### src/rtl/pixel_stream_pkg.sv
// Shared constants and FSM state type for the pixel binarize stream.
// Luma weights sum to 256, so the >> 8 result never exceeds the input range.
package pixel_stream_pkg;

  localparam int unsigned LUMA_R     = 77;
  localparam int unsigned LUMA_G     = 150;
  localparam int unsigned LUMA_B     = 29;
  localparam int unsigned LUMA_SHIFT = 8;

  localparam int DEF_IMG_COL = 640;
  localparam int DEF_IMG_ROW = 480;

  typedef enum logic [1:0] {
    IDLE,
    RUN,
    DRAIN
  } state_t;

endpackage

### src/rtl/rgb_to_gray_pipe.sv
// Two-stage datapath: stage 1 registers the luma, stage 2 registers grey + threshold.
// A sideband bus travels with each pixel so markers stay aligned with their data.
module rgb_to_gray_pipe
  import pixel_stream_pkg::*;
#(
  parameter int IN_W  = 10,
  parameter int OUT_W = 8,
  parameter int SB_W  = 3
) (
  input  logic             clk,
  input  logic             rst_n,
  input  logic             in_valid,
  input  logic [IN_W-1:0]  red,
  input  logic [IN_W-1:0]  green,
  input  logic [IN_W-1:0]  blue,
  input  logic [SB_W-1:0]  in_side,
  input  logic [OUT_W-1:0] thresh,
  input  logic             invert,
  output logic             out_valid,
  output logic [OUT_W-1:0] color,
  output logic             bw,
  output logic [SB_W-1:0]  out_side
);

  localparam int SUM_W = OUT_W + 8;
  localparam int DROP  = IN_W - OUT_W;
  localparam logic [SUM_W-1:0] COEF_R = SUM_W'(LUMA_R);
  localparam logic [SUM_W-1:0] COEF_G = SUM_W'(LUMA_G);
  localparam logic [SUM_W-1:0] COEF_B = SUM_W'(LUMA_B);

  logic [OUT_W-1:0] r_t, g_t, b_t, grey;
  logic [SUM_W-1:0] sum;

  logic             s1_valid_reg;
  logic [OUT_W-1:0] s1_grey_reg;
  logic [SB_W-1:0]  s1_side_reg;

  // Keep only the top OUT_W bits of each channel before weighting.
  always_comb begin
    r_t  = OUT_W'(red   >> DROP);
    g_t  = OUT_W'(green >> DROP);
    b_t  = OUT_W'(blue  >> DROP);
    sum  = COEF_R * SUM_W'(r_t) + COEF_G * SUM_W'(g_t) + COEF_B * SUM_W'(b_t);
    grey = OUT_W'(sum >> LUMA_SHIFT);
  end

  always_ff @(posedge clk or negedge rst_n) begin
    if (!rst_n) begin
      s1_valid_reg <= 1'b0;
      s1_grey_reg  <= '0;
      s1_side_reg  <= '0;
      out_valid    <= 1'b0;
      color        <= '0;
      bw           <= 1'b0;
      out_side     <= '0;
    end else begin
      s1_valid_reg <= in_valid;
      s1_grey_reg  <= grey;
      s1_side_reg  <= in_valid ? in_side : '0;
      out_valid    <= s1_valid_reg;
      color        <= s1_grey_reg;
      bw           <= s1_valid_reg & ((s1_grey_reg < thresh) ^ invert);
      out_side     <= s1_side_reg;
    end
  end

endmodule

### src/rtl/pixel_binarize_stream.sv
// Frame sequencer around rgb_to_gray_pipe: FSM, row/col counters, line/frame markers.
// Define FRAME_STATS_EN to add o_black_count (black pixels in the last frame).
module pixel_binarize_stream
  import pixel_stream_pkg::*;
#(
  parameter int IN_W    = 10,
  parameter int OUT_W   = 8,
  parameter int IMG_COL = DEF_IMG_COL,
  parameter int IMG_ROW = DEF_IMG_ROW
) (
  input  logic             i_clk,
  input  logic             i_rst_n,
  input  logic             i_start,
  input  logic [OUT_W-1:0] i_thresh,
  input  logic             i_invert,
  output logic             o_read_request,
  input  logic [IN_W-1:0]  i_red,
  input  logic [IN_W-1:0]  i_green,
  input  logic [IN_W-1:0]  i_blue,
  input  logic             i_valid,
  output logic [OUT_W-1:0] o_color,
  output logic             o_bw,
  output logic             o_valid,
  output logic             o_sol,
  output logic             o_eol,
  output logic             o_eof,
  output logic             o_busy,
  output logic             o_done
`ifdef FRAME_STATS_EN
  ,
  output logic [$clog2(IMG_ROW*IMG_COL+1)-1:0] o_black_count
`endif
);

  localparam int COL_W = (IMG_COL > 1) ? $clog2(IMG_COL) : 1;
  localparam int ROW_W = (IMG_ROW > 1) ? $clog2(IMG_ROW) : 1;
  localparam logic [COL_W-1:0] COL_LAST = COL_W'(IMG_COL - 1);
  localparam logic [ROW_W-1:0] ROW_LAST = ROW_W'(IMG_ROW - 1);

  state_t           state_reg, state_next;
  logic             drain_cnt_reg, drain_cnt_next;
  logic             done_next;
  logic             start_frame;
  logic [COL_W-1:0] col_reg;
  logic [ROW_W-1:0] row_reg;
  logic [OUT_W-1:0] thresh_reg;
  logic             invert_reg;
  logic             accept, last_pix;
  logic [2:0]       side_in, side_out;

  assign accept   = (state_reg == RUN) && i_valid;
  assign last_pix = (col_reg == COL_LAST) && (row_reg == ROW_LAST);

  always_comb begin
    state_next     = state_reg;
    drain_cnt_next = drain_cnt_reg;
    done_next      = 1'b0;
    start_frame    = 1'b0;
    o_read_request = 1'b0;
    o_busy         = 1'b0;
    case (state_reg)
      IDLE: begin
        if (i_start) begin
          start_frame = 1'b1;
          state_next  = RUN;
        end
      end
      RUN: begin
        o_read_request = 1'b1;
        o_busy         = 1'b1;
        if (accept && last_pix) begin
          state_next     = DRAIN;
          drain_cnt_next = 1'b0;
        end
      end
      DRAIN: begin
        // Two cycles empties both pipeline stages before signalling done.
        o_busy         = 1'b1;
        drain_cnt_next = 1'b1;
        if (drain_cnt_reg) begin
          state_next = IDLE;
          done_next  = 1'b1;
        end
      end
      default: state_next = IDLE;
    endcase
  end

  always_ff @(posedge i_clk or negedge i_rst_n) begin
    if (!i_rst_n) begin
      state_reg     <= IDLE;
      drain_cnt_reg <= 1'b0;
      o_done        <= 1'b0;
    end else begin
      state_reg     <= state_next;
      drain_cnt_reg <= drain_cnt_next;
      o_done        <= done_next;
    end
  end

  // The row counter is held on the final pixel so it never wraps inside a frame.
  always_ff @(posedge i_clk or negedge i_rst_n) begin
    if (!i_rst_n) begin
      col_reg    <= '0;
      row_reg    <= '0;
      thresh_reg <= '0;
      invert_reg <= 1'b0;
    end else if (start_frame) begin
      col_reg    <= '0;
      row_reg    <= '0;
      thresh_reg <= i_thresh;
      invert_reg <= i_invert;
    end else if (accept && !last_pix) begin
      if (col_reg == COL_LAST) begin
        col_reg <= '0;
        row_reg <= row_reg + 1'b1;
      end else begin
        col_reg <= col_reg + 1'b1;
      end
    end
  end

  assign side_in = {col_reg == '0, col_reg == COL_LAST, last_pix};

  rgb_to_gray_pipe #(
    .IN_W (IN_W),
    .OUT_W(OUT_W),
    .SB_W (3)
  ) u_pipe (
    .clk      (i_clk),
    .rst_n    (i_rst_n),
    .in_valid (accept),
    .red      (i_red),
    .green    (i_green),
    .blue     (i_blue),
    .in_side  (side_in),
    .thresh   (thresh_reg),
    .invert   (invert_reg),
    .out_valid(o_valid),
    .color    (o_color),
    .bw       (o_bw),
    .out_side (side_out)
  );

  assign {o_sol, o_eol, o_eof} = side_out;

`ifdef FRAME_STATS_EN
  localparam int STAT_W = $clog2(IMG_ROW*IMG_COL+1);
  logic [STAT_W-1:0] black_cnt_reg;

  always_ff @(posedge i_clk or negedge i_rst_n) begin
    if (!i_rst_n)
      black_cnt_reg <= '0;
    else if (start_frame)
      black_cnt_reg <= '0;
    else if (o_valid && o_bw)
      black_cnt_reg <= black_cnt_reg + 1'b1;
  end

  assign o_black_count = black_cnt_reg;
`endif

endmodule

### config.mk
export PLATFORM = sky130hd
export DESIGN_NAME = pixel_binarize_stream
export DESIGN_NICKNAME = d
export VERILOG_FILES = /design/src/rtl/pixel_stream_pkg.sv /design/src/rtl/rgb_to_gray_pipe.sv /design/src/rtl/pixel_binarize_stream.sv
export SDC_FILE = /design/constraint.sdc
export NUM_CORES = 1
export LEC_CHECK = 0
export BUFFER_PORTS_ARGS = -buffer_cell sky130_fd_sc_hd__clkbuf_2
export CORE_MARGIN = 2
export CORE_UTILIZATION = 60
export CTS_BUF_LIST = sky130_fd_sc_hd__clkbuf_2 sky130_fd_sc_hd__clkbuf_4 sky130_fd_sc_hd__clkbuf_8
export DETAILED_ROUTE_END_ITERATION = 16
export PLACE_DENSITY = 0.81
export SYNTH_ARGS = -nofsm -noshare
export SYNTH_HDL_FRONTEND = slang
export SYNTH_SLANG_ARGS = --single-unit
### constraint.sdc
create_clock -name i_clk -period 2.1 [get_ports i_clk]
set_input_delay 0.21 -clock i_clk [delete_from_list [all_inputs] [get_ports i_clk]]
set_output_delay 0.21 -clock i_clk [all_outputs]
set_load 0.01 [all_outputs]
Yosys cells after proc, flatten, opt, wreduce, memory -nomap -nowiden
Cells that the tools add are included.
{ "op_classes": {"n_addsub": 4, "n_reduce_logical": 14, "n_mux": 19, "multipliers": 3, "n_lt_le_gt_ge": 1, "n_eq_ne": 7, "n_bitwise": 2} }
{ "ops": {"columns": ["operator", "n"], "rows": [
  ["$mul 7x8->15 const A", 2],
  ["$mux 10", 3],
  ["$mux 9", 3],
  ["$add 15x16->16", 1],
  ["$add 16x13->16", 1],
  ["$mul 5x8->13 const A", 1],
  ["$add 10x1->10 const B", 1],
  ["$eq 10x10->1 const B", 1],
  ["$logic_not 10->1", 1],
  ["$add 9x1->9 const B", 1],
  ["$eq 9x9->1 const B", 1],
  ["$lt 8x8->1", 1],
  ["$mux 1", 7],
  ["$mux 2", 3],
  ["$pmux 2 s3", 1],
  ["$reduce_bool 2->1", 3],
  ["$logic_and 1x1->1", 4],
  ["$ne 2x2->1 const B", 2],
  ["$reduce_and 2->1", 2],
  ["$mux 3", 1],
  ["$reduce_and 3->1", 1],
  ["$eq 2x1->1 const B", 1],
  ["$eq 2x2->1 const B", 1],
  ["$logic_not 2->1", 1],
  ["6 further kinds", 6]
]} }
{ "totals": {"wordCells": 64, "reg_bits": 57, "inputBits": 43, "out_inout_bits": 16} }

Longest topological paths before layout
Gate-level depths: netlist (run 1).
{ "depth": {"ltp_word": 6, "ltp_mapped": 24, "depth_no_buf": 24} }

Modules after synthesis
From an unflattened synthesis (run 1), not the netlist that was laid out.
{ "unflattened": {"cells_unflattened": 576, "area_unflattened_um2": 5731.7} }
{ "modules_own_cells": {"columns": ["module", "instances", "area_per_inst_um2", "cells_each", "seq_area_each_um2"], "rows": [
  ["rgb_to_gray_pipe", 1, 3985.1, 382, 625.6],
  ["pixel_binarize_stream", 1, 1746.7, 194, 800.8]
]} }

Worst setup path before layout (run 1)
OpenSTA, ideal clock, no wires.
{ "synth_timing": {"path_type": "input to register", "startpoint": "input i_green[6]", "endpoint": "register u_pipe.s1_grey_reg[5]", "setup_time_ns": 0.118, "n_path_buf": 0, "path_stages": 22, "t_arrival_ns": 6.090, "required_ns": 1.982, "setup_slack_ns": -4.108, "cell_sequence": "ha_1 > ha_1 > inv_1 > fa_1 > fa_1 > inv_1 > ha_1 > xor2_1 > fa_1 > fa_1 > inv_1 > fa_1 > fa_1 > inv_1 > ha_1 > and2_4 > a221o_1 > a21oi_2 > a21boi_2 > o21a_4 > a211o_1 > a21o_1"} }
{ "synth_via": {"elab_chain_cells": 3} }
{ "synth_rtl": {"columns": ["item", "line", "source"], "rows": [
  ["start, declared", "pixel_binarize_stream.sv:18", "input logic [IN_W-1:0] i_green,"],
  ["$mul 7x8->15", "rgb_to_gray_pipe.sv:43", "sum = COEF_R * SUM_W'(r_t) + COEF_G * SUM_W'(g_t) + COEF_B * SUM_W'(b_t);"],
  ["$add 15x16->16", "rgb_to_gray_pipe.sv:43", null],
  ["$add 16x13->16", "rgb_to_gray_pipe.sv:43", null],
  ["net u_pipe.sum[13]", "rgb_to_gray_pipe.sv:32", "logic [SUM_W-1:0] sum;"],
  ["end signal, assigned", "rgb_to_gray_pipe.sv:58", "s1_grey_reg <= grey;"],
  ["end, declared", "rgb_to_gray_pipe.sv:35", "logic [OUT_W-1:0] s1_grey_reg;"]
]} }
The timed path passes the listed nets, and every way through them passes these cells.
A chain may end at the register's enable or synchronous reset.

Worst setup path after layout (run 1)
Ends and elaborated chain as after synthesis.

==> out/qor.txt, run 1 <==
run status: finished with violations
violations in the final reports: negative setup slack
launching element of the worst setup path: i_green[6]
cell area after layout: 0.00704 mm^2
residual DRC count: 0
count of boundary I/O pins: 59
largest net degree at the start of global routing: 33
Net count, final: 874
Worst Tran Pin Value: 662 ps
Final Core Density: 0.803
area share of and/or/nand/nor cells after synthesis: 0.0950
post-layout min period: 5730 ps
max-slew headroom at the worst pin: 0.559
number of maximum-capacitance violations: 0
worst-case register-to-register setup slack: 120 ps
share of cell area taken by muxes after synthesis: 0.00207
maximum clock frequency: 0.174 GHz
Area contributors post-synth: sky130_fd_sc_hd__dfrtp_1 (26%), sky130_fd_sc_hd__ha_1 (22%), sky130_fd_sc_hd__fa_1 (20%)
Critical-path top delay cell: sky130_fd_sc_hd__fa_1
Syn Area/Cell: 10.1 um^2
DP HPWL: 10.2 mm
antenna cell count: 0
sequential area share after synthesis: 0.262
sw power: 6.00 mW
horizontal die dimension: 99.3 um
Avg Vias per Cell: 5.50
Synth Area in Adders: 0.427
clock root buffer master: sky130_fd_sc_hd__clkbuf_8
most frequent CP cell: sky130_fd_sc_hd__fa_1
fill cell instance count of the final layout: 515
Clock power frac: 0.064
area growth from synthesis to final layout: 29.1%
number of nets produced by synthesis: 733
total cell area at the placement stage: 0.00652 mm^2
non-filler instance count after layout: 791
combinational share of power: 0.826
Avg WL per Cell: 16.6 um
Yosys cell types: 49
required time of the worst setup path: 2330 ps
area enclosed by the die boundary: 0.00986 mm^2
Placed Cells: 767
Synth Area in XOR/XNOR: 0.0305
Max stage delay on crit path: 530 ps
synthesized-area fraction occupied by ao, oa, aoi and oai cells: 0.111
I/O Buffers: 52
category of the most critical setup path: in -> reg
number of optimization iterations in the first detailed-route pass: 4
worst flop-to-flop path startpoint: col_reg[1]
Floorplan Core Area: 0.00876 mm^2
predominant post-synthesis flop cell: sky130_fd_sc_hd__dfrtp_1
Overall Power: 14.2 mW
Die Ht: 99.3 um
clock latency reported for the late side of the worst-skew pair: 330 ps
critical-path maximum fanout: 4
CTS H-tree lvls: 3
clock buffers created by TritonCTS: 9
Power Density: 2010 mW/mm^2
netlist area before placement: 0.00545 mm^2
slack of the critical path: -3630 ps
Post-DRT Antenna Nets: 0
hold slack: 78.9 ps
count of final max-slew check failures: 0
cell-internal power: 8.18 mW
capturing instance or port of the critical path: u_pipe.s1_grey_reg[5]
Clock transition at path regs: 60 ps
most frequent cells in the layout: sky130_fd_sc_hd__inv_1 (97), sky130_fd_sc_hd__ha_1 (81), sky130_fd_sc_hd__buf_4 (76)
net switching fraction of the power: 0.423
class of the worst hold path: in -> reg
vias in the first global route: 4917
total count of hold-check failures in the final report: 0
number of placement rows: 34
unrepaired setup endpoints after global routing: true
routability cong.: 0.915
buffers from clock root to sink, at most: 2
effective utilization at floorplan: 0.622
Vias: 4347
Flop pwr share: 0.110
gr ovfl total: 0
most frequent standard cell in the layout excluding fill and tap cells: sky130_fd_sc_hd__inv_1
highest ir drop seen on vdd: 1490 uV
share of cells above drive strength 1: 0.299
overall routed net length: 13.1 mm
category of the worst setup path launch point: input pin
arrival time reported for the critical path endpoint: 5960 ps
path depth of the worst reg2reg path: 7
number of DRC markers in iteration 0: 119
fraction of registers with async set or reset after synthesis: 1.00
clock tree from TritonCTS: done
cells along the critical path: buf_8, ha_4, ha_4, inv_2, fa_1, fa_1, inv_2, ha_4, xor2_2, fa_1, fa_1, inv_1, fa_1, fa_1, inv_2, ha_4, and2_4, a221o_1, a21oi_2, a21boi_4, o21a_4, a211o_1, a21o_1
setup skew after layout: 4.66 ps
total number of yosys warnings: 0
clock tree sinks: 57
Setup-failing EPs final: 8
storage element area: 0.00143 mm^2
GRT Util Overall: 0.286
global-route wire length before repair: 22.1 mm
period utilization: 2.73
max FFs per register: 10
Post-synth EDFFs: 0
leakage: 3.71 nW
number of storage elements in the synthesis netlist: 57
area leader, netlist: sky130_fd_sc_hd__dfrtp_1
area fraction of the dominant cell type after synthesis: 0.262
total negative setup slack: -26800 ps
element type at the critical path end: flip-flop
reg-to-reg critical path endpoint: row_reg[6]
Post-Place Worst Slack: -3990 ps
synthesized instance count: 537
combined area of the multi-input logic cells: 0.00400 mm^2
dominant combinational cell family by area after synthesis: adder cells
number of antenna violations at the first check in global routing: 0
critical path: cells and delay by family:
kind	cells	cell delay (ps)
AO/OA/AOI/OAI	6	1260
XOR/XNOR	1	180
adder cells (fa/ha/maj)	10	3870
buffers and inverters	5	290
AND/OR/NAND/NOR	1	140
layout make-up:
type | instances | area share
Clock buffer | 13 | 0.0237
Clock inverter | 3 | 0.00213
Inverter | 102 | 0.0548
Multi-Input combinational cell | 375 | 0.569
Sequential cell | 57 | 0.203
Tap cell | 108 | 0.0192
Timing Repair Buffer | 133 | 0.129
cell usage after synthesis, types with 3 or more instances:
cell	number
sky130_fd_sc_hd__o21ai_0	35
sky130_fd_sc_hd__a31oi_1	5
sky130_fd_sc_hd__nor2_1	18
sky130_fd_sc_hd__nand2b_1	3
sky130_fd_sc_hd__xor2_1	6
sky130_fd_sc_hd__and2_1	3
sky130_fd_sc_hd__xnor2_1	13
sky130_fd_sc_hd__o31ai_1	3
sky130_fd_sc_hd__nor3_1	6
sky130_fd_sc_hd__a21oi_1	20
sky130_fd_sc_hd__nand3_1	11
sky130_fd_sc_hd__dfrtp_1	57
sky130_fd_sc_hd__ha_1	98
sky130_fd_sc_hd__and3_1	9
sky130_fd_sc_hd__a21o_1	15
sky130_fd_sc_hd__inv_1	102
sky130_fd_sc_hd__fa_1	55
sky130_fd_sc_hd__clkbuf_1	3
sky130_fd_sc_hd__nand2_1	38
worst min path at each step:
stage / from / to / slack (ps) / cells after the start
after floorplan: i_rst_n / col_reg[0] / -90 / 0
after global placement: i_rst_n / thresh_reg[0] / 270 / 1
after detailed placement: i_rst_n / o_done / 280 / 1
after CTS: i_thresh[7] / thresh_reg[7] / 70 / 3
after global routing: i_thresh[6] / thresh_reg[6] / 90 / 3
final: i_invert / invert_reg / 80 / 3
repair_timing:
item | 4_1_cts | 5_1_grt
endpoints found under the hold margin | 25 | 0
endpoints found under the setup margin | 8 | 9
gates resized for setup | 36 | 7
hold buffers | 1 | 0
pin swaps | 18 | 6
buffers inserted | 6 | 2
power by group through the flow:
| stage | combinational [mW] | sequential, mW | clock [mW] |
|---|---|---|---|
| after global placement | 8.59 | 1.56 | 0 |
| after detailed placement | 9.08 | 1.57 | 0 |
| after floorplan | 5.97 | 1.57 | 0 |
| final | 11.7 | 1.56 | 0.908 |
| after CTS | 11.1 | 1.55 | 0.932 |
| after global routing | 12.9 | 1.57 | 0.973 |
metal layers:
| layer | vias to the layer above | wire (um) | track usage |
|---|---|---|---|
| met4 | 0 | 599 | 0.160 |
| met2 | 127 | 7170 | 0.540 |
| met1 | 2110 | 4910 | 0.301 |
| met5 | - | 0 | 0 |
| li1 | 2059 | - | - |
| met3 | 51 | 456 | 0.0429 |
cell families after synthesis:
| kind of cell | count (synthesis) |
|---|---|
| adders and majority gates | 153 |
| and+or+nand+nor | 106 |
| buffers and inverters | 105 |
| AOI/OAI and AO/OA | 96 |
| DFF | 57 |
| xor gates and xnor gates | 19 |
| muxes | 1 |
(Power assumes the default switching activity.)
==> run 2, diff against run 1 <==
Settings changed: CORE_UTILIZATION 60 to 50, PLACE_DENSITY 0.81 to 0.7.
==> out/qor.txt, run 2 (synthesis results as in run 1) <==
worst-case register-to-register setup slack: 110 ps (was 120 ps)
category of the most critical setup path: in -> reg (unchanged)
number of optimization iterations in the first detailed-route pass: 4 (unchanged)
critical-path maximum fanout: 4 (unchanged)
Avg Vias per Cell: 5.11 (was 5.50)
number of placement rows: 38 (was 34)
count of boundary I/O pins: 59 (unchanged)
buffers from clock root to sink, at most: 2 (unchanged)
Setup-failing EPs final: 8 (unchanged)
residual DRC count: 0 (unchanged)
Placed Cells: 798 (was 767)
Avg WL per Cell: 14.3 um (was 16.6 um)
I/O Buffers: 52 (unchanged)
clock root buffer master: sky130_fd_sc_hd__clkbuf_8 (unchanged)
most frequent standard cell in the layout excluding fill and tap cells: sky130_fd_sc_hd__inv_1 (unchanged)
total count of hold-check failures in the final report: 0 (unchanged)
horizontal die dimension: 108 um (was 99.3 um)
CTS H-tree lvls: 3 (unchanged)
arrival time reported for the critical path endpoint: 5950 ps (was 5960 ps)
most frequent cells in the layout: sky130_fd_sc_hd__inv_1 (96), sky130_fd_sc_hd__ha_1 (81), sky130_fd_sc_hd__buf_4 (77) (was sky130_fd_sc_hd__inv_1 (97), sky130_fd_sc_hd__ha_1 (81), sky130_fd_sc_hd__buf_4 (76))
clock tree sinks: 57 (unchanged)
Clock transition at path regs: 60 ps (about the same)
largest net degree at the start of global routing: 45 (was 33)
non-filler instance count after layout: 825 (was 791)
total negative setup slack: -26450 ps (was -26800 ps)
setup skew after layout: 13.2 ps (was 4.66 ps)
antenna cell count: 0 (unchanged)
clock buffers created by TritonCTS: 9 (unchanged)
startpoint of the most critical hold path: i_invert (unchanged)
area enclosed by the die boundary: 0.0118 mm^2 (was 0.00986 mm^2)
Worst Tran Pin Value: 385 ps (was 662 ps)
Final Core Density: 0.665 (was 0.803)
effective utilization at floorplan: 0.507 (was 0.622)
Vias: 4213 (was 4347)
area growth from synthesis to final layout: 31.2% (was 29.1%)
clock latency reported for the late side of the worst-skew pair: 340 ps (was 330 ps)
Hold Crit Endpoint: invert_reg (unchanged)
max FFs per register: 10 (unchanged)
count of final max-slew check failures: 0 (unchanged)
category of the worst setup path launch point: input pin (unchanged)
Die Ht: 108 um (was 99.3 um)
maximum clock frequency: 0.175 GHz (was 0.174 GHz)
unrepaired setup endpoints after global routing: true (unchanged)
Net count, final: 876 (was 874)
DP HPWL: 9.49 mm (was 10.2 mm)
post-layout min period: 5720 ps (was 5730 ps)
number of antenna violations at the first check in global routing: 0 (unchanged)
total cell area at the placement stage: 0.00655 mm^2 (was 0.00652 mm^2)
period utilization: 2.73 (about the same)
number of maximum-capacitance violations: 0 (unchanged)
cell area after layout: 0.00715 mm^2 (was 0.00704 mm^2)
Hold Crit Depth: 3 (unchanged)
routability cong.: 0.863 (was 0.915)
GRT Util Overall: 0.213 (was 0.286)
worst flop-to-flop path startpoint: col_reg[1] (unchanged)
slack of the critical path: -3620 ps (was -3630 ps)
max-slew headroom at the worst pin: 0.741 (was 0.559)
vias in the first global route: 4460 (was 4917)
number of DRC markers in iteration 0: 130 (was 119)
class of the worst hold path: in -> reg (unchanged)
share of cells above drive strength 1: 0.309 (was 0.299)
required time of the worst setup path: 2330 ps (about the same)
overall routed net length: 11.8 mm (was 13.1 mm)
run status: finished with violations (unchanged)
Floorplan Core Area: 0.0107 mm^2 (was 0.00876 mm^2)
element type at the critical path end: flip-flop (unchanged)
clock tree from TritonCTS: done (unchanged)
Post-DRT Antenna Nets: 0 (unchanged)
reg-to-reg critical path endpoint: row_reg[5] (was row_reg[6])
path depth of the worst reg2reg path: 7 (unchanged)
violations in the final reports: negative setup slack (unchanged)
gr ovfl total: 0 (unchanged)
global-route wire length before repair: 19.8 mm (was 22.1 mm)
## run 2: cell count changes in the layout (fill, tap and decap cells not counted), sizes merged
cell,delta
buf,+3
clkinv,-2
bufinv,+1
## run 2: per-layer routing
layer / GRT usage / wire length, um / vias up
li1: - / - / 2064
met1: 0.256 / 5100 / 2046
met5: 0 / 0 / -
met2: 0.390 / 6100 / 80
met3: 0.0289 / 300 / 23
met4: 0.0714 / 264 / 0
## run 2: layout make-up
class	instances	area, um^2
Multi-Input combinational cell	375	4010
Fill cell	821	3600
Sequential cell	57	1430
Timing Repair Buffer	135	938
Inverter	102	385
Clock buffer	14	180
Tap cell	140	175
Clock inverter	2	35.0
## run 2: critical path, cell delays in order
cell and delay (ps):
sky130_fd_sc_hd__buf_8 100, sky130_fd_sc_hd__ha_4 240, sky130_fd_sc_hd__ha_4 250, sky130_fd_sc_hd__inv_2 30, sky130_fd_sc_hd__fa_1 460, sky130_fd_sc_hd__fa_1 520, sky130_fd_sc_hd__inv_2 50, sky130_fd_sc_hd__ha_4 310
sky130_fd_sc_hd__xor2_4 160, sky130_fd_sc_hd__fa_1 450, sky130_fd_sc_hd__fa_1 510, sky130_fd_sc_hd__inv_2 40, sky130_fd_sc_hd__fa_1 460, sky130_fd_sc_hd__fa_1 500, sky130_fd_sc_hd__inv_2 50, sky130_fd_sc_hd__ha_4 210
sky130_fd_sc_hd__and2_4 140, sky130_fd_sc_hd__a221o_1 320, sky130_fd_sc_hd__a21oi_2 200, sky130_fd_sc_hd__a21boi_2 110, sky130_fd_sc_hd__o21a_4 240, sky130_fd_sc_hd__a211o_1 260, sky130_fd_sc_hd__a21o_1 150
## run 2: worst max-delay path by stage
stage                     startpoint               endpoint  cells after the start
after global placement    i_green[6]  u_pipe.s1_grey_reg[5]                     23
after floorplan           i_green[6]  u_pipe.s1_grey_reg[5]                     22
after detailed placement  i_green[6]  u_pipe.s1_grey_reg[5]                     23
after global routing      i_green[6]  u_pipe.s1_grey_reg[5]                     23
after CTS                 i_green[6]  u_pipe.s1_grey_reg[5]                     23
final                     i_green[6]  u_pipe.s1_grey_reg[5]                     23
## run 2: metrics by stage
stage	setup WS, ps	hold WS (ps)
final	-3620	76.2
after floorplan	-3610	-85.6
after global routing	-3800	84.3
after global placement	-3880	141
after CTS	-3580	71.2
after detailed placement	-4010	148
## run 2: what timing repair did
item,CTS,global route
buffers inserted,11,5
endpoints found under the hold margin,13,0
hold buffers,1,0
gates resized for setup,36,19
pin swaps,23,15
setup endpoints to repair,8,11
Power of run 2 is left out: the tool's default activity adds up to more than one toggle a clock period on the data nets, which glitch-free logic cannot reach.
